**src/rtl/fir_seq_ctrl_if.sv**
```systemverilog
// rtl/fir_seq_ctrl_if.sv - control bundle between the FIR sequencer and its MAC datapath
//
// Purpose : groups the strobe inputs and the RAM/ROM/accumulator controls.
// Signals : input_ready, clr_ovr            (datapath side -> sequencer)
//           sample_we, zero_fill, sample_waddr, sample_raddr, coef_addr,
//           acc_clr, acc_en, out_load, output_ready, busy, overrun
//                                            (sequencer -> datapath side)
// Modports: master = sequencer, slave = datapath / sample-rate generator.
interface fir_seq_ctrl_if #(
  parameter int AW = 5
);
  logic          input_ready;
  logic          clr_ovr;
  logic          sample_we;
  logic          zero_fill;
  logic [AW-1:0] sample_waddr;
  logic [AW-1:0] sample_raddr;
  logic [AW-1:0] coef_addr;
  logic          acc_clr;
  logic          acc_en;
  logic          out_load;
  logic          output_ready;
  logic          busy;
  logic          overrun;

  modport master (
    input  input_ready, clr_ovr,
    output sample_we, zero_fill, sample_waddr, sample_raddr, coef_addr,
           acc_clr, acc_en, out_load, output_ready, busy, overrun
  );

  modport slave (
    output input_ready, clr_ovr,
    input  sample_we, zero_fill, sample_waddr, sample_raddr, coef_addr,
           acc_clr, acc_en, out_load, output_ready, busy, overrun
  );
endinterface

```
**src/rtl/fir_seq_ctrl.sv**
```systemverilog
// rtl/fir_seq_ctrl.sv - sequencer for a time-multiplexed single-MAC FIR datapath
//
// Purpose : zero-fills the circular sample RAM after reset, then for every
//           rising edge of input_ready writes the sample, steps the MAC over
//           all N taps, loads the output register and pulses output_ready.
//           Strobes arriving outside IDLE are dropped and set sticky overrun.
// Ports   : ck   - clock, rising edge
//           rst  - synchronous active-low reset
//           bus  - fir_seq_ctrl_if.master (strobes in, datapath controls out)
module fir_seq_ctrl #(
  parameter int N  = 31,
  parameter int AW = $clog2(N)
) (
  input  logic           ck,
  input  logic           rst,
  fir_seq_ctrl_if.master bus
);
  // The counter must reach N during INIT, so it can be one bit wider than AW.
  localparam int CW = $clog2(N + 1);
  localparam int XW = CW + 1;
  localparam logic [CW-1:0] K_LAST = CW'(N - 1);
  localparam logic [CW-1:0] K_FILL = CW'(N);
  localparam logic [AW-1:0] W_LAST = AW'(N - 1);

  typedef enum logic [2:0] {INIT, IDLE, WRITE, MAC, DONE} state_t;

  state_t        state_q, state_d;
  logic [CW-1:0] k_q, k_d;
  logic [AW-1:0] wptr_q, wptr_d;
  logic          in_prev_q;
  logic          ovr_q, ovr_d;
  logic          strobe_edge;

  logic          we_q, we_d;
  logic          zf_q, zf_d;
  logic [AW-1:0] waddr_q, waddr_d;
  logic [AW-1:0] raddr_q, raddr_d;
  logic [AW-1:0] coef_q, coef_d;
  logic          acc_clr_q, acc_clr_d;
  logic          acc_en_q, acc_en_d;
  logic          out_load_q, out_load_d;
  logic          ready_q, ready_d;
  logic          busy_q, busy_d;

  // (w - k) mod N without ever forming an out-of-range address.
  function automatic logic [AW-1:0] sub_mod(input logic [AW-1:0] w,
                                            input logic [CW-1:0] k);
    logic [XW-1:0] ww, kk, r;
    ww = XW'(w);
    kk = XW'(k);
    if (ww >= kk) r = ww - kk;
    else          r = ww + XW'(N) - kk;
    return r[AW-1:0];
  endfunction

  assign strobe_edge = bus.input_ready & ~in_prev_q;

  // Outputs are decoded from the transition so that, once registered, they
  // describe the state being entered. In INIT, k_q is the next address to
  // clear; k_q == N means the fill has completed.
  always_comb begin
    state_d    = state_q;
    k_d        = k_q;
    wptr_d     = wptr_q;
    we_d       = 1'b0;
    zf_d       = 1'b0;
    waddr_d    = '0;
    raddr_d    = '0;
    coef_d     = '0;
    acc_clr_d  = 1'b0;
    acc_en_d   = 1'b0;
    out_load_d = 1'b0;
    ready_d    = 1'b0;
    case (state_q)
      INIT: begin
        if (k_q == K_FILL) begin
          state_d = IDLE;
          k_d     = '0;
        end else begin
          we_d    = 1'b1;
          zf_d    = 1'b1;
          waddr_d = k_q[AW-1:0];
          k_d     = k_q + CW'(1);
        end
      end
      IDLE: begin
        if (strobe_edge) begin
          state_d   = WRITE;
          we_d      = 1'b1;
          waddr_d   = wptr_q;
          acc_clr_d = 1'b1;
        end
      end
      WRITE: begin
        state_d  = MAC;
        k_d      = '0;
        acc_en_d = 1'b1;
        coef_d   = '0;
        raddr_d  = wptr_q;
      end
      MAC: begin
        if (k_q == K_LAST) begin
          state_d    = DONE;
          k_d        = '0;
          out_load_d = 1'b1;
          ready_d    = 1'b1;
        end else begin
          k_d      = k_q + CW'(1);
          acc_en_d = 1'b1;
          coef_d   = k_d[AW-1:0];
          raddr_d  = sub_mod(wptr_q, k_d);
        end
      end
      DONE: begin
        state_d = IDLE;
        wptr_d  = (wptr_q == W_LAST) ? '0 : wptr_q + AW'(1);
      end
      default: begin
        state_d = INIT;
        k_d     = '0;
      end
    endcase
    busy_d = (state_d != IDLE);
    // A dropped strobe beats a simultaneous clear.
    if (strobe_edge && (state_q != IDLE)) ovr_d = 1'b1;
    else if (bus.clr_ovr)                 ovr_d = 1'b0;
    else                                  ovr_d = ovr_q;
  end

  always_ff @(posedge ck) begin
    if (!rst) begin
      state_q    <= INIT;
      k_q        <= '0;
      wptr_q     <= '0;
      in_prev_q  <= 1'b0;
      ovr_q      <= 1'b0;
      we_q       <= 1'b0;
      zf_q       <= 1'b0;
      waddr_q    <= '0;
      raddr_q    <= '0;
      coef_q     <= '0;
      acc_clr_q  <= 1'b0;
      acc_en_q   <= 1'b0;
      out_load_q <= 1'b0;
      ready_q    <= 1'b0;
      busy_q     <= 1'b1;
    end else begin
      state_q    <= state_d;
      k_q        <= k_d;
      wptr_q     <= wptr_d;
      in_prev_q  <= bus.input_ready;
      ovr_q      <= ovr_d;
      we_q       <= we_d;
      zf_q       <= zf_d;
      waddr_q    <= waddr_d;
      raddr_q    <= raddr_d;
      coef_q     <= coef_d;
      acc_clr_q  <= acc_clr_d;
      acc_en_q   <= acc_en_d;
      out_load_q <= out_load_d;
      ready_q    <= ready_d;
      busy_q     <= busy_d;
    end
  end

  assign bus.sample_we    = we_q;
  assign bus.zero_fill    = zf_q;
  assign bus.sample_waddr = waddr_q;
  assign bus.sample_raddr = raddr_q;
  assign bus.coef_addr    = coef_q;
  assign bus.acc_clr      = acc_clr_q;
  assign bus.acc_en       = acc_en_q;
  assign bus.out_load     = out_load_q;
  assign bus.output_ready = ready_q;
  assign bus.busy         = busy_q;
  assign bus.overrun      = ovr_q;
endmodule
```
**src/flat_wrapper.sv**
```systemverilog
// flat-port wrapper written by rule: the top's interface ports become plain ports
module fir_seq_ctrl_flat 
#(
  parameter int N  = 31,
  parameter int AW = $clog2(N)
)
  (ck, rst, bus_input_ready, bus_clr_ovr, bus_sample_we, bus_zero_fill, bus_sample_waddr, bus_sample_raddr, bus_coef_addr, bus_acc_clr, bus_acc_en, bus_out_load, bus_output_ready, bus_busy, bus_overrun);
  fir_seq_ctrl_if #(.AW(AW)) bus_i ();
  input  logic ck;
  input  logic rst;
  input wire logic [$bits(bus_i.input_ready)-1:0] bus_input_ready;
  input wire logic [$bits(bus_i.clr_ovr)-1:0] bus_clr_ovr;
  output wire logic [$bits(bus_i.sample_we)-1:0] bus_sample_we;
  output wire logic [$bits(bus_i.zero_fill)-1:0] bus_zero_fill;
  output wire logic [$bits(bus_i.sample_waddr)-1:0] bus_sample_waddr;
  output wire logic [$bits(bus_i.sample_raddr)-1:0] bus_sample_raddr;
  output wire logic [$bits(bus_i.coef_addr)-1:0] bus_coef_addr;
  output wire logic [$bits(bus_i.acc_clr)-1:0] bus_acc_clr;
  output wire logic [$bits(bus_i.acc_en)-1:0] bus_acc_en;
  output wire logic [$bits(bus_i.out_load)-1:0] bus_out_load;
  output wire logic [$bits(bus_i.output_ready)-1:0] bus_output_ready;
  output wire logic [$bits(bus_i.busy)-1:0] bus_busy;
  output wire logic [$bits(bus_i.overrun)-1:0] bus_overrun;
  assign bus_i.input_ready = bus_input_ready;
  assign bus_i.clr_ovr = bus_clr_ovr;
  assign bus_sample_we = bus_i.sample_we;
  assign bus_zero_fill = bus_i.zero_fill;
  assign bus_sample_waddr = bus_i.sample_waddr;
  assign bus_sample_raddr = bus_i.sample_raddr;
  assign bus_coef_addr = bus_i.coef_addr;
  assign bus_acc_clr = bus_i.acc_clr;
  assign bus_acc_en = bus_i.acc_en;
  assign bus_out_load = bus_i.out_load;
  assign bus_output_ready = bus_i.output_ready;
  assign bus_busy = bus_i.busy;
  assign bus_overrun = bus_i.overrun;
  fir_seq_ctrl #(.N(N), .AW(AW)) u_core (.ck(ck), .rst(rst), .bus(bus_i));
endmodule
```
**config.mk**
```make
export PLATFORM = sky130hd
export DESIGN_NAME = fir_seq_ctrl_flat
export DESIGN_NICKNAME = d
export VERILOG_FILES = /design/src/rtl/fir_seq_ctrl_if.sv /design/src/rtl/fir_seq_ctrl.sv /design/src/flat_wrapper.sv
export SDC_FILE = /design/constraint.sdc
export NUM_CORES = 1
export LEC_CHECK = 0
export ABC_AREA = 0
export CORE_MARGIN = 2
export CORE_UTILIZATION = 48
export DETAILED_ROUTE_END_ITERATION = 8
export GPL_ROUTABILITY_DRIVEN = 0
export PLACE_DENSITY = 0.85
export SLEW_MARGIN = 20
export SYNTH_ARGS = -nofsm -noshare
export SYNTH_HDL_FRONTEND = slang
export SYNTH_SLANG_ARGS = --single-unit
```
**constraint.sdc**
```tcl
create_clock -name ck -period 2.1 [get_ports ck]
set_input_delay 0.21 -clock ck [delete_from_list [all_inputs] [get_ports ck]]
set_output_delay 0.21 -clock ck [all_outputs]
set_load 0.005 [all_outputs]
```
==> flow_metrics.env, run 1 <==
export IMPL_run_status="finished, final reports clean"
export IMPL_port_buffers=26
export IMPL_design_portCount=27
export IMPL_r2r_start="u_core.k_q[1]"
export IMPL_layout_area_seq_sq_um=727
export IMPL_wire_length_of_the_first_global_routing_pass_mm=7.36
export IMPL_fp_dieArea_sq_mm=0.00437
export IMPL_synth_lib_cells_used_distinct=49
export IMPL_clock_tree_htree_level_count=2
export IMPL_min_from="u_core.bus.overrun"
export IMPL_multi_input_gate_area_sq_mm=0.00118
export IMPL_maxClockFrequency_mhz=489
export IMPL_yosys_top_cells_area="dfxtp_1, ha_1, nor2_1"
export IMPL_core_rows=22
export IMPL_layout_drive_gt1_share_pct=25.6
export IMPL_final_setup_viol_count=0
export IMPL_clock_skew_ns=0.00519
export IMPL_floorplan_die_width_um=66.1
export IMPL_setup_reg_to_reg_worst_slack_ns=0.06
export IMPL_leading_cell_type_by_number_of_instances_after_synthesis="dfxtp_1"
export IMPL_cts_buffers=5
export IMPL_crit_path_max_fanout=10
export IMPL_grt_pass1_vias=1544
export IMPL_class_of_the_tightest_hold_or_removal_check="reg -> reg"
export IMPL_synthesis_nets=224
export IMPL_leakage_nw=1.02
export IMPL_hpwlAfterDp_mm=3.08
export IMPL_dp_worst_setup_slack_ns=-0.0818
export IMPL_mappedNetlistArea_sq_mm=0.00185
export IMPL_hold_path_end="u_core.bus.overrun"
export IMPL_final_fill_count=277
export IMPL_synth_edf_count=0
export IMPL_worst_slew_pin_transition_ns=0.526
export IMPL_finish_net_count=275
export IMPL_clk_path_buf_depth=2
export IMPL_timing_final_hold_violations=0
export IMPL_grt_overflow=0
export IMPL_timing_critical_path_to_type="register"
export IMPL_setup_worst_path_class="reg -> reg"
export IMPL_maxCapViolCount=0
export IMPL_clk_insertion_delay_late_ns=0.29
export IMPL_synth_seq_area_share_pct=38.9
export IMPL_clock_sinks=36
export IMPL_drt_vias_per_instance=5.44
export IMPL_yosysWarnings=0
export IMPL_final_cell_area_sq_mm=0.00256
export IMPL_post_route_worst_setup_slack_ns=0.0562
export IMPL_startpoint_type="register"
export IMPL_grt_use_total_pct=22.7
export IMPL_critical_path_required_ns=2.33
export IMPL_antenna_violating_nets_post_route=0
export IMPL_wl_mm=4.54
export IMPL_postSynthRegisterBits=36
export IMPL_post_synth_cell_area_avg_sq_um=8.98
export IMPL_min_delay_path_depth=2
export IMPL_clock_tree_from_tritoncts="built"
export IMPL_detailedRoute_firstIterationViolations=146
export IMPL_synthTopCellsByCount="dfxtp_1, nor2_1, nand2_1, ha_1, inv_1"
export IMPL_netlist_area_leader_share_pct=38.9
export IMPL_num_antenna_cells=0
export IMPL_clockRootBuffer="clkbuf_8"
export IMPL_yosysTopAreaCell="dfxtp_1"
export IMPL_peakVddDrop_mv=0.411
export IMPL_cp_arrival_ns=2.28
export IMPL_power_density_mw_per_mm2=556
export IMPL_routed_via_count=1666
export IMPL_timing_final_crit_period_ns=2.04
export IMPL_report_final_slew_viol_count=0
export IMPL_initial_core_util_pct=50.2
export IMPL_area_growth_pct=38.1
export IMPL_layout_worst_path_cycle_share_pct=97.3
export IMPL_drc_errors=0
export IMPL_path_clk_slew_ns=0.07
export IMPL_router_iterations_before_antenna_repair=4
export IMPL_grt_max_degree=14
export IMPL_antenna_found_initial=0
export IMPL_cells_after_synth=206
export IMPL_placedInstanceArea_sq_mm=0.00232
export IMPL_r2r_cells=9
export IMPL_unrepaired_setup_endpoints_after_global_routing="true"
export IMPL_max_slew_margin_pct=64.9
export IMPL_wire_per_inst_um=14.8
export IMPL_terminus_of_the_critical_flop_to_flop_path="u_core.bus.sample_raddr[4]"
export IMPL_floorplan_core_area_sq_mm=0.00369
export IMPL_synth_top_flop_cell="dfxtp_1"
export IMPL_ys_async_sr_fraction_pct=0
export IMPL_utilization_pct=69.3
export IMPL_chipHeight_um=66.1
==> metrics by stage <==
stage	hold WS, ns	power, W	TNS [ns]	std cells
after detailed placement	0.472	0.000896	-0.165	294
after global routing	0.518	0.00149	-0.0513	306
after global placement	0.464	0.000890	-0.00932	294
after floorplan	0.332	0.000829	0	206
after CTS	0.489	0.00141	0	304
final	0.482	0.00142	0	306
==> cell families (layout without fill, tap and decap cells) <==
logic type	count (synthesis)	count (layout)	share of synthesized area (%)
adders and majority gates	14	14	10.3
muxes	2	2	1.08
xor gates and xnor gates	8	8	3.79
AOI/OAI and AO/OA	42	42	16.0
DFF	36	36	38.9
and+or+nand+nor	84	84	25.0
buffers and inverters	20	72	4.87
==> registers in the layout, summed over array words and instances (netlist names) <==
name                     cells
u_core.bus.acc_en            1
u_core.bus.busy              1
u_core.bus.out_load          1
u_core.bus.sample_raddr      5
u_core.bus.coef_addr         5
u_core.wptr_q                5
u_core.bus.sample_we         1
u_core.bus.overrun           1
u_core.bus.sample_waddr      5
u_core.in_prev_q             1
u_core.bus.acc_clr           1
u_core.k_q                   5
u_core.state_q               3
u_core.bus.zero_fill         1
==> how the worst max path moves through the flow <==
stage | from | endpoint | slack [ns] | cells past startpoint
2_1_floorplan | u_core.k_q[0] | u_core.bus.sample_raddr[1] | 0.03 | 9
3_3_place_gp | u_core.k_q[1] | u_core.bus.sample_raddr[4] | -0.009 | 9
3_5_place_dp | u_core.k_q[1] | u_core.bus.sample_raddr[4] | -0.08 | 9
6_report | u_core.k_q[1] | u_core.bus.sample_raddr[4] | 0.06 | 9
5_1_grt | u_core.k_q[1] | u_core.bus.sample_raddr[4] | -0.03 | 9
4_1_cts | u_core.k_q[0] | u_core.bus.sample_raddr[1] | 0.01 | 9
==> power breakdown <==
part / internal [W] / switching [W]
clock network: 0.000267 / 0.000229
logic: 0.000116 / 0.0000985
registers: 0.000697 / 0.0000134
==> worst max-delay path, stage by stage (launching register included) <==
cell	delay, ns
dfxtp_4	0.37
ha_4	0.19
xnor2_4	0.22
ha_4	0.26
a21oi_1	0.12
o21ai_1	0.08
buf_4	0.16
a211o_1	0.28
a31oi_1	0.14
a32o_1	0.17
==> repair_timing <==
action                     CTS  global route
hold buffers                 0             0
setup endpoints to repair    3             5
hold endpoints to repair     0             0
pin swaps                    3             4
resized for setup           10            12
setup buffers                2             2
==> final cells by class <==
class / instances / share of cell area (%)
Clock buffer: 8 / 3.52
Inverter: 12 / 1.76
Multi-Input combinational cell: 150 / 46.1
Sequential cell: 36 / 28.4
Tap cell: 48 / 2.35
Timing Repair Buffer: 52 / 17.8
==> metal layers <==
metal / global-route usage [%] / vias up / share of wire, %
li1: - / 811 / -
met1: 27.4 / 780 / 41
met2: 37.9 / 65 / 50
met3: 5.96 / 10 / 6.7
met4: 9.69 / 0 / 2.0
met5: 0 / - / 0
==> cell usage in the layout, fill, tap and decap left out, types with 3 or more instances in the layout <==
cell type        synthesis  routed
dfxtp_1                 36      33
nor2_1                  30      30
clkdlybuf4s50_1          0      26
buf_4                    3      26
nand2_1                 15      15
inv_1                   12      10
a21oi_1                 10       9
o21ai_0                  7       6
ha_1                    12       6
clkbuf_8                 0       6
a22oi_1                  5       5
ha_4                     0       5
nand4_1                  4       4
xor2_1                   5       4
nor3_1                   5       4
o21ai_1                  2       3
or2_2                    3       3
nor2b_1                  4       3
a21o_1                   3       3
and2_1                   3       3
No activity file was read; power rests on OpenSTA's default activity.
==> run 2, diff against run 1 <==
==> constraint.sdc (replaced) <==
create_clock -name ck -period 1.75 [get_ports ck]
set_input_delay 0.525 -clock ck [delete_from_list [all_inputs] [get_ports ck]]
set_output_delay 0.525 -clock ck [all_outputs]
set_load 0.005 [all_outputs]
==> flow_metrics.env, run 2 (synthesis gave the netlist of run 1 again) <==
export IMPL_drt_vias_per_instance=6.04
export IMPL_clock_tree_from_tritoncts="built"
export IMPL_grt_overflow=0
export IMPL_unrepaired_setup_endpoints_after_global_routing="true"
export IMPL_maxCapViolCount=0
export IMPL_layout_drive_gt1_share_pct=40.5
export IMPL_antenna_found_initial=0
export IMPL_wire_length_of_the_first_global_routing_pass_mm=9.80
export IMPL_fp_dieArea_sq_mm=0.00437
export IMPL_fin_tns_setup_ns=-5.02
export IMPL_floorplan_core_area_sq_mm=0.00369
export IMPL_final_cell_area_sq_mm=0.00299
export IMPL_finalHoldWorstSlack_ns=0.509
export IMPL_clk_insertion_delay_late_ns=0.31
export IMPL_clock_tree_htree_level_count=2
export IMPL_timing_critical_path_cells="ha_4 -> nand3_4 -> buf_4 -> inv_2 -> ha_4 -> buf_4 -> buf_4 -> nor4_4 -> buf_4 -> a22oi_2 -> nor2_1"
export IMPL_clock_skew_ns=0.0191
export IMPL_setup_reg_to_reg_worst_slack_ns=-0.42
export IMPL_layout_common_cells="buf_4, dfxtp_1, nor2_1"
export IMPL_cp_arrival_ns=2.38
export IMPL_drc_errors=0
export IMPL_max_slew_margin_pct=71.3
export IMPL_min_from="u_core.bus.overrun"
export IMPL_clock_sinks=36
export IMPL_placedInstanceArea_sq_mm=0.00263
export IMPL_initial_core_util_pct=50.2
export IMPL_report_final_slew_viol_count=0
export IMPL_num_antenna_cells=0
export IMPL_timing_critical_path_slowest_stage_cell="dfxtp_4"
export IMPL_finish_net_count=311
export IMPL_r2r_start="u_core.k_q[1]"
export IMPL_power_density_mw_per_mm2=617
export IMPL_leakage_nw=1.23
export IMPL_clockRootBuffer="clkbuf_8"
export IMPL_wl_mm=7.07
export IMPL_final_setup_viol_count=18
export IMPL_post_route_worst_setup_slack_ns=-0.419
export IMPL_startpoint_type="register"
export IMPL_area_growth_pct=61.5
export IMPL_maxClockFrequency_mhz=461
export IMPL_crit_path_max_fanout=6
export IMPL_grt_use_total_pct=31.2
export IMPL_violations_in_the_final_reports="setup timing"
export IMPL_path_clk_slew_ns=0.08
export IMPL_cpPeakStageDelay_ns=0.37
export IMPL_grt_pass1_vias=2026
export IMPL_clk_path_buf_depth=2
export IMPL_run_status="finished with violations"
export IMPL_timing_final_hold_violations=0
export IMPL_chipHeight_um=66.1
export IMPL_timing_critical_path_to_type="register"
export IMPL_floorplan_die_width_um=66.1
export IMPL_worst_slew_pin_transition_ns=0.427
export IMPL_detailedRoute_firstIterationViolations=225
export IMPL_layout_worst_path_cycle_share_pct=124
export IMPL_grt_max_degree=12
export IMPL_mostFrequentLayoutCell="buf_4"
export IMPL_startpoint="u_core.k_q[1]"
export IMPL_routed_via_count=2064
export IMPL_core_rows=22
export IMPL_timing_final_crit_period_ns=2.17
export IMPL_crit_path_frequent_cell="buf_4"
export IMPL_cts_buffers=5
export IMPL_setup_worst_path_class="reg -> reg"
export IMPL_class_of_the_tightest_hold_or_removal_check="reg -> reg"
export IMPL_design_portCount=27
export IMPL_router_iterations_before_antenna_repair=5
export IMPL_wire_per_inst_um=20.7
export IMPL_total_of_hold_buffers_inserted_after_clock_tree_synthesis=0
export IMPL_critical_path_required_ns=1.96
export IMPL_antenna_violating_nets_post_route=0
export IMPL_hpwlAfterDp_mm=3.66
export IMPL_peakVddDrop_mv=0.595
export IMPL_port_buffers=26
## run 2: changes by cell type in the layout (fill, tap and decap cells not counted), sizes merged
cell | before | now
clkinvlp | 0 | 1
clkbuf | 8 | 7
buf | 26 | 62
## run 2: what timing repair did
item	in CTS	in global routing
resized for setup	19	22
pin swaps	13	14
buffers inserted	5	2
setup endpoints to repair	11	18
## run 2: per-stage QoR
step           power [W]  utilization, %  std cells  worst slack (ns)
5_1_grt          0.00187            81.0        342            -0.493
4_1_cts          0.00178            78.0        340            -0.253
6_report         0.00185            81.0        342            -0.419
3_3_place_gp     0.00110            71.3        327            -0.243
2_1_floorplan    0.00101               -        206            -0.193
3_5_place_dp     0.00112            71.3        327            -0.314
## run 2: routing by layer
metal  track usage (%)  wire, um
met1              34.3      2710
met2              51.5      3400
met3              7.67       566
met4              23.0       391
met5                 0         0
## run 2: worst paths after layout
path | end | cells after the start
setup / recovery | u_core.bus.sample_waddr[1] | 11
hold / removal | u_core.bus.overrun | 2
setup reg to reg | u_core.bus.sample_waddr[1] | 11
hold reg to reg | u_core.bus.overrun | 2
## run 2: critical path: cells and delay by family, from the launching register on
| family | cells | cell delay (ns) |
|---|---|---|
| compound gates | 1 | 0.06 |
| simple gates | 3 | 0.66 |
| fa+ha+maj | 2 | 0.36 |
| flops | 1 | 0.37 |
| buf+inv | 5 | 0.63 |
## run 2: power breakdown
group / leakage (nW) / internal (W) / switching, W
combinational: 0.888 / 0.000177 / 0.000158
clock: 0.0445 / 0.000320 / 0.000337
sequential: 0.294 / 0.000835 / 0.0000179
total: 1.23 / 0.00133 / 0.000513
## run 2: cell type report
type / instances / area, sq um
Clock buffer: 7 / 86.3
Clock inverter: 1 / 7.51
Fill cell: 208 / 699
Inverter: 12 / 45.0
Multi-Input combinational cell: 150 / 1310
Sequential cell: 36 / 732
Tap cell: 48 / 60.1
Timing Repair Buffer: 88 / 746
